$ cat src/rtl/vx_perf_memsys_reader_if.sv
// ----------------------------------------------------------------------------
// VX_perf_memsys_if
//   Bundle of the 15 live memory-system performance counters, each
//   PERF_CTR_BITS wide. The counter source drives the bundle through the
//   master modport. The vx_perf_memsys_reader samples it through the slave
//   modport.
// ----------------------------------------------------------------------------
interface VX_perf_memsys_if #(
  parameter int unsigned PERF_CTR_BITS = 44
) ();
  logic [PERF_CTR_BITS-1:0] icache_reads;
  logic [PERF_CTR_BITS-1:0] icache_read_misses;
  logic [PERF_CTR_BITS-1:0] dcache_reads;
  logic [PERF_CTR_BITS-1:0] dcache_writes;
  logic [PERF_CTR_BITS-1:0] dcache_read_misses;
  logic [PERF_CTR_BITS-1:0] dcache_write_misses;
  logic [PERF_CTR_BITS-1:0] dcache_bank_stalls;
  logic [PERF_CTR_BITS-1:0] dcache_mshr_stalls;
  logic [PERF_CTR_BITS-1:0] smem_reads;
  logic [PERF_CTR_BITS-1:0] smem_writes;
  logic [PERF_CTR_BITS-1:0] smem_bank_stalls;
  logic [PERF_CTR_BITS-1:0] mem_reads;
  logic [PERF_CTR_BITS-1:0] mem_writes;
  logic [PERF_CTR_BITS-1:0] mem_latency;
  logic [PERF_CTR_BITS-1:0] dup_accesses;

  modport master (
    output icache_reads, icache_read_misses, dcache_reads, dcache_writes,
           dcache_read_misses, dcache_write_misses, dcache_bank_stalls,
           dcache_mshr_stalls, smem_reads, smem_writes, smem_bank_stalls,
           mem_reads, mem_writes, mem_latency, dup_accesses
  );

  modport slave (
    input  icache_reads, icache_read_misses, dcache_reads, dcache_writes,
           dcache_read_misses, dcache_write_misses, dcache_bank_stalls,
           dcache_mshr_stalls, smem_reads, smem_writes, smem_bank_stalls,
           mem_reads, mem_writes, mem_latency, dup_accesses
  );
endinterface

$ cat src/rtl/vx_perf_memsys_reader.sv
// ----------------------------------------------------------------------------
// vx_perf_memsys_reader
//   Reads the 15 memory-system performance counters (PERF_CTR_BITS wide) back
//   as 32-bit words over a valid/ready request/response handshake.
//   - A lo read (req_hi=0) returns bits [31:0]. It also latches the full
//     counter into a hold register.
//   - A hi read (req_hi=1) of the held index returns the upper bits of that
//     held copy. This keeps a lo/hi pair coherent even if the counter carries
//     between the two reads.
//   - An index of 15 or more returns data 0 with rsp_err=1.
//   Optional feature, enabled with macro PERF_SNAPSHOT_EN:
//   - snap_req copies all counters into a snapshot bank.
//   - All reads are then served from that bank.
//
// Ports
//   clk            : single clock
//   reset_n        : asynchronous active-low reset
//   perf_memsys_if : slave modport, live counters
//   snap_req       : snapshot strobe (ignored without PERF_SNAPSHOT_EN)
//   req_valid/req_ready, req_idx[4:0], req_hi : read request
//   rsp_valid/rsp_ready, rsp_data[31:0], rsp_err : read response
// ----------------------------------------------------------------------------
module vx_perf_memsys_reader #(
  parameter int unsigned PERF_CTR_BITS = 44
) (
  input  logic                   clk,
  input  logic                   reset_n,
  VX_perf_memsys_if.slave        perf_memsys_if,
  input  logic                   snap_req,
  input  logic                   req_valid,
  output logic                   req_ready,
  input  logic [4:0]             req_idx,
  input  logic                   req_hi,
  output logic                   rsp_valid,
  input  logic                   rsp_ready,
  output logic [31:0]            rsp_data,
  output logic                   rsp_err
);

  localparam int unsigned NUM_CTRS = 15;

  typedef enum logic {
    ST_IDLE = 1'b0,
    ST_RESP = 1'b1
  } state_e;

  state_e                   state_q, state_d;
  logic [31:0]              rsp_data_q, rsp_data_d;
  logic                     rsp_err_q, rsp_err_d;
  logic [PERF_CTR_BITS-1:0] hold_q, hold_d;
  logic [4:0]               hold_idx_q, hold_idx_d;
  logic                     hold_vld_q, hold_vld_d;

  logic [PERF_CTR_BITS-1:0] live [NUM_CTRS];
  logic [PERF_CTR_BITS-1:0] src  [NUM_CTRS];
  logic [PERF_CTR_BITS-1:0] sel_val;
  logic [PERF_CTR_BITS-1:0] hi_src;
  logic                     idx_ok;
  logic                     use_hold;

  assign live[0]  = perf_memsys_if.icache_reads;
  assign live[1]  = perf_memsys_if.icache_read_misses;
  assign live[2]  = perf_memsys_if.dcache_reads;
  assign live[3]  = perf_memsys_if.dcache_writes;
  assign live[4]  = perf_memsys_if.dcache_read_misses;
  assign live[5]  = perf_memsys_if.dcache_write_misses;
  assign live[6]  = perf_memsys_if.dcache_bank_stalls;
  assign live[7]  = perf_memsys_if.dcache_mshr_stalls;
  assign live[8]  = perf_memsys_if.smem_reads;
  assign live[9]  = perf_memsys_if.smem_writes;
  assign live[10] = perf_memsys_if.smem_bank_stalls;
  assign live[11] = perf_memsys_if.mem_reads;
  assign live[12] = perf_memsys_if.mem_writes;
  assign live[13] = perf_memsys_if.mem_latency;
  assign live[14] = perf_memsys_if.dup_accesses;

`ifdef PERF_SNAPSHOT_EN
  logic [PERF_CTR_BITS-1:0] bank_q [NUM_CTRS];
  logic [PERF_CTR_BITS-1:0] bank_d [NUM_CTRS];

  always_comb begin
    for (int unsigned i = 0; i < NUM_CTRS; i++) begin
      bank_d[i] = snap_req ? live[i] : bank_q[i];
    end
  end

  always_ff @(posedge clk or negedge reset_n) begin
    if (!reset_n) begin
      for (int unsigned i = 0; i < NUM_CTRS; i++) begin
        bank_q[i] <= '0;
      end
    end else begin
      for (int unsigned i = 0; i < NUM_CTRS; i++) begin
        bank_q[i] <= bank_d[i];
      end
    end
  end

  // Reads use bank_q, so a read accepted in the same cycle as a capture
  // sees the contents from before that capture.
  always_comb begin
    for (int unsigned i = 0; i < NUM_CTRS; i++) begin
      src[i] = bank_q[i];
    end
  end
`else
  logic unused_snap_req;
  assign unused_snap_req = snap_req;

  always_comb begin
    for (int unsigned i = 0; i < NUM_CTRS; i++) begin
      src[i] = live[i];
    end
  end
`endif

  always_comb begin
    state_d    = state_q;
    rsp_data_d = rsp_data_q;
    rsp_err_d  = rsp_err_q;
    hold_d     = hold_q;
    hold_idx_d = hold_idx_q;
    hold_vld_d = hold_vld_q;

    sel_val = '0;
    for (int unsigned i = 0; i < NUM_CTRS; i++) begin
      if (req_idx == 5'(i)) begin
        sel_val = src[i];
      end
    end
    idx_ok   = (req_idx < 5'(NUM_CTRS));
    use_hold = hold_vld_q && (hold_idx_q == req_idx);
    hi_src   = use_hold ? hold_q : sel_val;

    case (state_q)
      ST_IDLE: begin
        if (req_valid) begin
          state_d = ST_RESP;
          if (!idx_ok) begin
            rsp_data_d = '0;
            rsp_err_d  = 1'b1;
          end else if (!req_hi) begin
            rsp_data_d = sel_val[31:0];
            rsp_err_d  = 1'b0;
            hold_d     = sel_val;
            hold_idx_d = req_idx;
            hold_vld_d = 1'b1;
          end else begin
            rsp_data_d = 32'(hi_src >> 32);
            rsp_err_d  = 1'b0;
          end
        end
      end
      ST_RESP: begin
        if (rsp_ready) begin
          state_d = ST_IDLE;
        end
      end
      default: state_d = ST_IDLE;
    endcase
  end

  always_ff @(posedge clk or negedge reset_n) begin
    if (!reset_n) begin
      state_q    <= ST_IDLE;
      rsp_data_q <= '0;
      rsp_err_q  <= 1'b0;
      hold_q     <= '0;
      hold_idx_q <= '0;
      hold_vld_q <= 1'b0;
    end else begin
      state_q    <= state_d;
      rsp_data_q <= rsp_data_d;
      rsp_err_q  <= rsp_err_d;
      hold_q     <= hold_d;
      hold_idx_q <= hold_idx_d;
      hold_vld_q <= hold_vld_d;
    end
  end

  assign req_ready = (state_q == ST_IDLE);
  assign rsp_valid = (state_q == ST_RESP);
  assign rsp_data  = rsp_data_q;
  assign rsp_err   = rsp_err_q;

endmodule

$ cat src/flat_wrapper.sv
// flat-port wrapper written by rule: the top's interface ports become plain ports
module vx_perf_memsys_reader_flat 
#(
  parameter int unsigned PERF_CTR_BITS = 44
)
  (clk, reset_n, snap_req, req_valid, req_ready, req_idx, req_hi, rsp_valid, rsp_ready, rsp_data, rsp_err, perf_memsys_if_icache_reads, perf_memsys_if_icache_read_misses, perf_memsys_if_dcache_reads, perf_memsys_if_dcache_writes, perf_memsys_if_dcache_read_misses, perf_memsys_if_dcache_write_misses, perf_memsys_if_dcache_bank_stalls, perf_memsys_if_dcache_mshr_stalls, perf_memsys_if_smem_reads, perf_memsys_if_smem_writes, perf_memsys_if_smem_bank_stalls, perf_memsys_if_mem_reads, perf_memsys_if_mem_writes, perf_memsys_if_mem_latency, perf_memsys_if_dup_accesses);
  VX_perf_memsys_if #(.PERF_CTR_BITS(PERF_CTR_BITS)) perf_memsys_if_i ();
  input  logic clk;
  input  logic reset_n;
  input  logic snap_req;
  input  logic req_valid;
  output logic req_ready;
  input  logic [4:0] req_idx;
  input  logic req_hi;
  output logic rsp_valid;
  input  logic rsp_ready;
  output logic [31:0] rsp_data;
  output logic rsp_err;
  input wire logic [$bits(perf_memsys_if_i.icache_reads)-1:0] perf_memsys_if_icache_reads;
  input wire logic [$bits(perf_memsys_if_i.icache_read_misses)-1:0] perf_memsys_if_icache_read_misses;
  input wire logic [$bits(perf_memsys_if_i.dcache_reads)-1:0] perf_memsys_if_dcache_reads;
  input wire logic [$bits(perf_memsys_if_i.dcache_writes)-1:0] perf_memsys_if_dcache_writes;
  input wire logic [$bits(perf_memsys_if_i.dcache_read_misses)-1:0] perf_memsys_if_dcache_read_misses;
  input wire logic [$bits(perf_memsys_if_i.dcache_write_misses)-1:0] perf_memsys_if_dcache_write_misses;
  input wire logic [$bits(perf_memsys_if_i.dcache_bank_stalls)-1:0] perf_memsys_if_dcache_bank_stalls;
  input wire logic [$bits(perf_memsys_if_i.dcache_mshr_stalls)-1:0] perf_memsys_if_dcache_mshr_stalls;
  input wire logic [$bits(perf_memsys_if_i.smem_reads)-1:0] perf_memsys_if_smem_reads;
  input wire logic [$bits(perf_memsys_if_i.smem_writes)-1:0] perf_memsys_if_smem_writes;
  input wire logic [$bits(perf_memsys_if_i.smem_bank_stalls)-1:0] perf_memsys_if_smem_bank_stalls;
  input wire logic [$bits(perf_memsys_if_i.mem_reads)-1:0] perf_memsys_if_mem_reads;
  input wire logic [$bits(perf_memsys_if_i.mem_writes)-1:0] perf_memsys_if_mem_writes;
  input wire logic [$bits(perf_memsys_if_i.mem_latency)-1:0] perf_memsys_if_mem_latency;
  input wire logic [$bits(perf_memsys_if_i.dup_accesses)-1:0] perf_memsys_if_dup_accesses;
  assign perf_memsys_if_i.icache_reads = perf_memsys_if_icache_reads;
  assign perf_memsys_if_i.icache_read_misses = perf_memsys_if_icache_read_misses;
  assign perf_memsys_if_i.dcache_reads = perf_memsys_if_dcache_reads;
  assign perf_memsys_if_i.dcache_writes = perf_memsys_if_dcache_writes;
  assign perf_memsys_if_i.dcache_read_misses = perf_memsys_if_dcache_read_misses;
  assign perf_memsys_if_i.dcache_write_misses = perf_memsys_if_dcache_write_misses;
  assign perf_memsys_if_i.dcache_bank_stalls = perf_memsys_if_dcache_bank_stalls;
  assign perf_memsys_if_i.dcache_mshr_stalls = perf_memsys_if_dcache_mshr_stalls;
  assign perf_memsys_if_i.smem_reads = perf_memsys_if_smem_reads;
  assign perf_memsys_if_i.smem_writes = perf_memsys_if_smem_writes;
  assign perf_memsys_if_i.smem_bank_stalls = perf_memsys_if_smem_bank_stalls;
  assign perf_memsys_if_i.mem_reads = perf_memsys_if_mem_reads;
  assign perf_memsys_if_i.mem_writes = perf_memsys_if_mem_writes;
  assign perf_memsys_if_i.mem_latency = perf_memsys_if_mem_latency;
  assign perf_memsys_if_i.dup_accesses = perf_memsys_if_dup_accesses;
  vx_perf_memsys_reader #(.PERF_CTR_BITS(PERF_CTR_BITS)) u_core (.clk(clk), .reset_n(reset_n), .perf_memsys_if(perf_memsys_if_i), .snap_req(snap_req), .req_valid(req_valid), .req_ready(req_ready), .req_idx(req_idx), .req_hi(req_hi), .rsp_valid(rsp_valid), .rsp_ready(rsp_ready), .rsp_data(rsp_data), .rsp_err(rsp_err));
endmodule
$ cat config.mk
export PLATFORM = sky130hd
export DESIGN_NAME = vx_perf_memsys_reader_flat
export DESIGN_NICKNAME = d
export VERILOG_FILES = /design/src/rtl/vx_perf_memsys_reader_if.sv /design/src/rtl/vx_perf_memsys_reader.sv /design/src/flat_wrapper.sv
export SDC_FILE = /design/constraint.sdc
export NUM_CORES = 1
export LEC_CHECK = 0
export ABC_AREA = 1
export BUFFER_PORTS_ARGS = -buffer_cell sky130_fd_sc_hd__buf_2
export CAP_MARGIN = 40
export CELL_PAD_IN_SITES_DETAIL_PLACEMENT = 1
export CELL_PAD_IN_SITES_GLOBAL_PLACEMENT = 1
export CORE_AREA = 2 2 276 278
export DETAILED_ROUTE_END_ITERATION = 10
export DIE_AREA = 0 0 278 280
export GPL_TIMING_DRIVEN = 0
export PLACE_DENSITY_LB_ADDON = 0.05
export SYNTH_ARGS = -nofsm -noshare
export SYNTH_HDL_FRONTEND = slang
export SYNTH_SLANG_ARGS = --single-unit
export TNS_END_PERCENT = 10
$ cat constraint.sdc
create_clock -name clk -period 4.87 [get_ports clk]
set_input_delay 0.974 -clock clk [delete_from_list [all_inputs] [get_ports clk]]
set_output_delay 0.974 -clock clk [all_outputs]
set_load 0.01 [all_outputs]
# Yosys cells after proc, flatten, opt, wreduce, memory -nomap -nowiden
# Cells that the tools add are included.
# W data, S select, Z words.
[word_totals] reg_bits=84
[op_classes] reduce_logical=4 n_bitwise=2 n_lt_le_gt_ge=1 eq_ne=15 muxes=22
[ops] operator="$mux W44" n=16
[ops] operator="$mux W32" n=2
[ops] operator="$eq A5 B4 Y1 const B" n=7
[ops] operator="$eq A5 B3 Y1 const B" n=4
[ops] operator="$eq A5 B2 Y1 const B" n=2
[ops] operator="$eq A5 B1 Y1 const B" n=1
[ops] operator="$eq A5 B5 Y1" n=1
[ops] operator="$logic_not A5 Y1" n=1
[ops] operator="$lt A5 B4 Y1 const B" n=1
[ops] operator="$reduce_and A4 Y1" n=1
[ops] operator="$mux W1" n=3
[ops] operator="$not A1 Y1" n=2
[ops] operator="$pmux W1 S2" n=1
[ops] operator="$reduce_and A2 Y1" n=1
[ops] operator="$logic_and A1 B1 Y1" n=1

# Depth between registers and ports, before layout
[depth] word_depth=19 mapped_depth=18

# Least setup slack after synthesis
# No wires, ideal clock.
[synth_path] path_type="input to register" from="input req_idx[0]" to="register u_core.rsp_data_q[28], in the netlist u_core.rsp_data[28]" arrival_time_ns=2.325 setup_time_ns=0.116 setup_slack_ns=2.428 cell_stages=13 t_required_ns=4.754 cell_sequence="nor2_1 > nand2_2 > nor2_4 > inv_2 > buf_2 > o22ai_1 > nand3_1 > a21oi_1 > nand4_1 > a21oi_1 > nand3b_1 > nand2_1 > nand2_1"
[synth_via] elab_chain_cells=18 elab_cells_between_ends=33 cone_classes="order compare: 1; eq/ne: 14; mux: 17; reduce/logical: 1"
[synth_rtl] element="from (decl)" line="flat_wrapper.sv:13" source="input logic [4:0] req_idx;"
[synth_rtl] element="$logic_not A5 Y1" line="vx_perf_memsys_reader.sv:127" source="if (req_idx == 5'(i)) begin"
[synth_rtl] element="$mux W44 (15 in a row)" line="vx_perf_memsys_reader.sv:127"
[synth_rtl] element="$mux W32" line="vx_perf_memsys_reader.sv:142" source="end else if (!req_hi) begin"
[synth_rtl] element="$mux W32 *" line="vx_perf_memsys_reader.sv:139" source="if (!idx_ok) begin"
[synth_rtl] element="to (signal assigned)" line="vx_perf_memsys_reader.sv:173" source="rsp_data_q <= rsp_data_d;"
[synth_rtl] element="to (decl)" line="vx_perf_memsys_reader.sv:48" source="logic [31:0] rsp_data_q, rsp_data_d;"
# Every way passes the cells marked *; elsewhere a longest branch is shown, timed or not.
# A chain may end at the register's enable or synchronous reset.

# Worst setup path in the final report
[layout_path] from="input req_idx[4]" to="register u_core.rsp_data_q[8], in the netlist u_core.rsp_data[8]"
[layout_via] elab_chain_cells=19 elab_cells_between_ends=36 cone_classes="order compare: 1; eq/ne: 15; mux: 18; reduce/logical: 2"
[layout_rtl] element="$logic_not A5 Y1" line="vx_perf_memsys_reader.sv:127"
[layout_rtl] element="$mux W44 (15 in a row)" line="vx_perf_memsys_reader.sv:127"
[layout_rtl] element="$mux W44" line="vx_perf_memsys_reader.sv:133" source="hi_src = use_hold ? hold_q : sel_val;"
[layout_rtl] element="$mux W32" line="vx_perf_memsys_reader.sv:142"
[layout_rtl] element="$mux W32 *" line="vx_perf_memsys_reader.sv:139"
# Marks and branches as above.

==> impl.org <==
** Synthesis
- Synth Flop Type :: dfrtp_1
- Summed instance area of the synthesized netlist :: 0.007780 mm^2
- Synthesis produced a netlist whose cell count is 1556.
- Total nets after synthesis :: 2227
- The Yosys step of the flow raised 0 warnings.
- Number of distinct library cell variants in the gate-level netlist after synthesis :: 30
- Top cells by area, synth :: nand2_1 38%, dfrtp_1 17%, nand4_1 7.7%
- Ys async rst share :: 100.0%
- Portion of synthesized cell area occupied by the leading cell type :: 37.92%
- The average instance in the mapped netlist occupies 5.000 um^2.
- Flip-flop and latch count after synthesis :: 52
- Yosys mapped a number of flops with a built-in enable equal to 0.
- The commonest cells after synthesis are 786 x nand2_1, 130 x nor2_1, 124 x inv_1.
- Of the synthesized area, sequential elements account for 16.73%.
- The biggest area contributor in the post-synthesis netlist is nand2_1.
- In the post-synthesis netlist, the cell with the most instances is nand2_1.

** GRT
- Number of global-route vias before repair :: 13560
- Antenna violations before repair :: 42
- The first global-routing pass estimated 110.4 mm of wire.
- GRT Resource Usage Total :: 20.37%
- Entering global routing, the biggest net connects 40 pins.
- Summed over all layers, the global routing overflow is 0.

** Pwr
- Proportion of power drawn by combinational gates :: 44.9%
- Across the VDD grid, the largest voltage drop is 128.3 uV.
- Leakage Power :: 7.198 nW
- Sequential cells burn 29.3% of the power.
- Summed over all nets, the switching power comes to 0.7270 mW.
- Cell area power density :: 141.0 mW/mm^2
- The clock network burns 25.8% of the power.
- Internal power comes to 1.082 mW.
- Net switching is 40.19% of the power.
- PnR Total Power :: 1.809 mW

** Route
- First-pass iteration count of the detailed router :: 5
- Dividing the detail-routed wire length by the instance count gives 25.22 um.
- The routed layout has 12883 vias.
- Iteration-0 DRC count of the detailed router :: 586
- Final ANT Viol Nets :: 0
- Wires add up to 82.38 mm.
- After detailed routing, the number of remaining DRC violations is 0.
- Routed vias/inst :: 3.943

** Outcome
- The run finished with clean final reports.

** CTS
- Postcts setup bufs :: 0
- Clock latency on the worst-skew pair, taken at its later pin, is 330 ps.
- After clock tree synthesis, the repair step resized 0 gates.
- Buffers inserted during clock tree synthesis total 5.
- For this design, the CTS-stage hold fixing added 0 buffers.
- Buffer type at the clock tree root :: clkbuf_16
- In this run the number of H-tree levels came out at 2.
- Number of buffers between clock root and the deepest sink :: 2
- TritonCTS clock tree :: done
- After clock tree synthesis, the clock-pin slew on the worst setup and hold paths is 90 ps.
- CTS saw 52 sinks.

** STA
- Endpoints failing hold :: 0
- Setup repair after global routing missed its margin :: false
- Highest clock rate :: 272.3 MHz
- The routed design could run at a clock period as short as 3672 ps.
- Of the available clock period, the critical path in the final layout requires 75.40%.
- Pins Over Slew Limit :: 0
- Summed over all failing endpoints, the final setup total negative slack is 0 ps.
- For the pin with the worst max-slew slack, the measured transition is 797.6 ps.
- Final setup vio count :: 0
- The worst pin sits at a relative slew slack of 46.83%.
- Clock skew on the completed layout was measured at 9.359 ps.

** Worst hold path
- Worst hold-check path type :: reg -> reg

** Floorplanning
- The die covers 0.07784 mm^2.
- 706 I/O pins were placed.
- The die is 280 um tall.
- The die is 278 um wide.
- Site row count :: 101
- Initial core utilization :: 10.35%
- The floorplan step defined a core boundary enclosing 0.07519 mm^2.

** Job
- Across the run, the number of max-cap violations was 0.

** Worst setup path
- Required @ worst endpoint :: 5140 ps
- Cell type of the slowest stage on the worst timing path :: clkbuf_1
- Element type at the critical path start :: primary input
- Crit path capture type :: flip-flop
- In this run the worst path has a maximum fanout of 10.
- For flop-to-flop paths, the worst setup slack is 1850 ps.
- The cell that appears most often on the critical path is nand2_1.
- Setup CP Type :: in -> reg
- CP cell instances :: buf_2 -> inv_2 -> nand3_1 -> nor2_2 -> clkbuf_1 -> nand2_1 -> nand4_1 -> nand2_1 -> nand4_1 -> nand2_1 -> nand4_1 -> nor2_1 -> nor2_1 -> nand2_1 -> nand2_1
- For this run, the slowest stage of the critical path takes 610 ps.
- For the worst setup path, the data arrival time is 3940 ps.

** Cells and area
- From synthesis to final layout, the design area changed by 64.88%.
- The post-route netlist has 36.50% of its cells at a drive strength greater than 1.
- Fin area :: 0.01283 mm^2
- After the last flow step, the layout net total stands at 2944.
- For this run, the share of the core covered by cells in the final layout is 17.06%.

** Place
- Post-DP Area :: 0.01261 mm^2
- At the end of routability-driven placement, the weighted congestion stood at 0.8879.
- DPL Wire Length :: 72.89 mm
- Count of buffers from port buffering :: 704
path summary, 6_finish.rpt:
check,start,endpoint,cells past startpoint
worst max-delay path,req_idx[4],u_core.rsp_data[8]$_DFFE_PN0P_,15
worst min-delay path,u_core.hold_vld_q$_DFFE_PN0P_,u_core.hold_vld_q$_DFFE_PN0P_,2
worst max register to register,u_core.rsp_valid$_DFF_PN0_,u_core.hold_q[39]$_DFFE_PN0P_,9
worst min register to register,u_core.hold_vld_q$_DFFE_PN0P_,u_core.hold_vld_q$_DFFE_PN0P_,2
max in group asynchronous,reset_n,u_core.hold_q[37]$_DFFE_PN0P_,2
min in group asynchronous,reset_n,u_core.rsp_data[22]$_DFFE_PN0P_,1
metrics by stage:
step	hold slack [ps]	worst slack [ps]	std cells
global route	497.7	931.1	3260
CTS	478.7	1052	3251
finish	472.1	1198	3267
detailed placement	458.1	713.5	3243
floorplan	421.4	2428	1556
global placement	449.9	739.9	3238
per-layer routing:
layer / track usage [%] / vias to the layer above / share of wire (%)
li1: - / 6336 / -
met1: 25.00 / 6084 / 43
met2: 37.05 / 347 / 50
met3: 4.438 / 76 / 5.3
met4: 2.661 / 40 / 0.99
met5: 0 / - / 0.32
critical path: cells and delay by family:
kind / cells / cell delay, ps
buffers and inverters: 3 / 910
AND/OR/NAND/NOR: 12 / 2050
final cells by class:
type / instances / area [um^2]
Fill cell: 9714 / 62360
Multi-Input combinational cell: 1283 / 5588
Timing Repair Buffer: 710 / 3611
Sequential cell: 52 / 1301
Tap cell: 978 / 1224
Inverter: 139 / 521.8
Buffer: 82 / 369.1
Clock buffer: 5 / 125.1
Clock inverter: 3 / 50.05
Antenna cell: 15 / 37.54
placed cells by master (no fill, tap or decap), types with 2 or more instances in the layout:
master / count
clkbuf_16: 5
nand3b_1: 6
buf_8: 2
nand4_1: 96
diode_2: 15
buf_2: 741
nor2_4: 6
o22ai_1: 13
nor2_2: 8
buf_6: 3
clkbuf_1: 38
buf_1: 4
dfrtp_1: 52
nand2_2: 5
inv_2: 15
o21ai_0: 19
inv_1: 124
or2_0: 10
or2_2: 38
buf_4: 3
o21ai_1: 11
nand3_1: 96
a21oi_1: 37
nor2_1: 130
or2_1: 10
a221oi_1: 6
nand2_1: 786
state kept, by name, indices dropped and copies added (netlist names):
register / count
u_core.hold_idx_q: 5
u_core.hold_q: 12
u_core.hold_vld_q: 1
u_core.rsp_data: 32
u_core.rsp_err: 1
u_core.rsp_valid: 1
power by group through the flow:
stage	sequential [mW]	combinational, mW	clock (mW)
floorplan	0.547	0.270	0
CTS	0.531	0.832	0.492
finish	0.531	0.811	0.467
global placement	0.538	0.818	0
detailed placement	0.539	0.827	0
global route	0.540	0.907	0.497
kinds of logic after synthesis:
group                  share of synthesized area [%]
AO/OA/AOI/OAI                                  6.433
AND/OR/NAND/NOR                                65.39
flip-flops                                     16.73
buffers and inverters                          11.45
No activity file was read; power rests on OpenSTA's default activity.
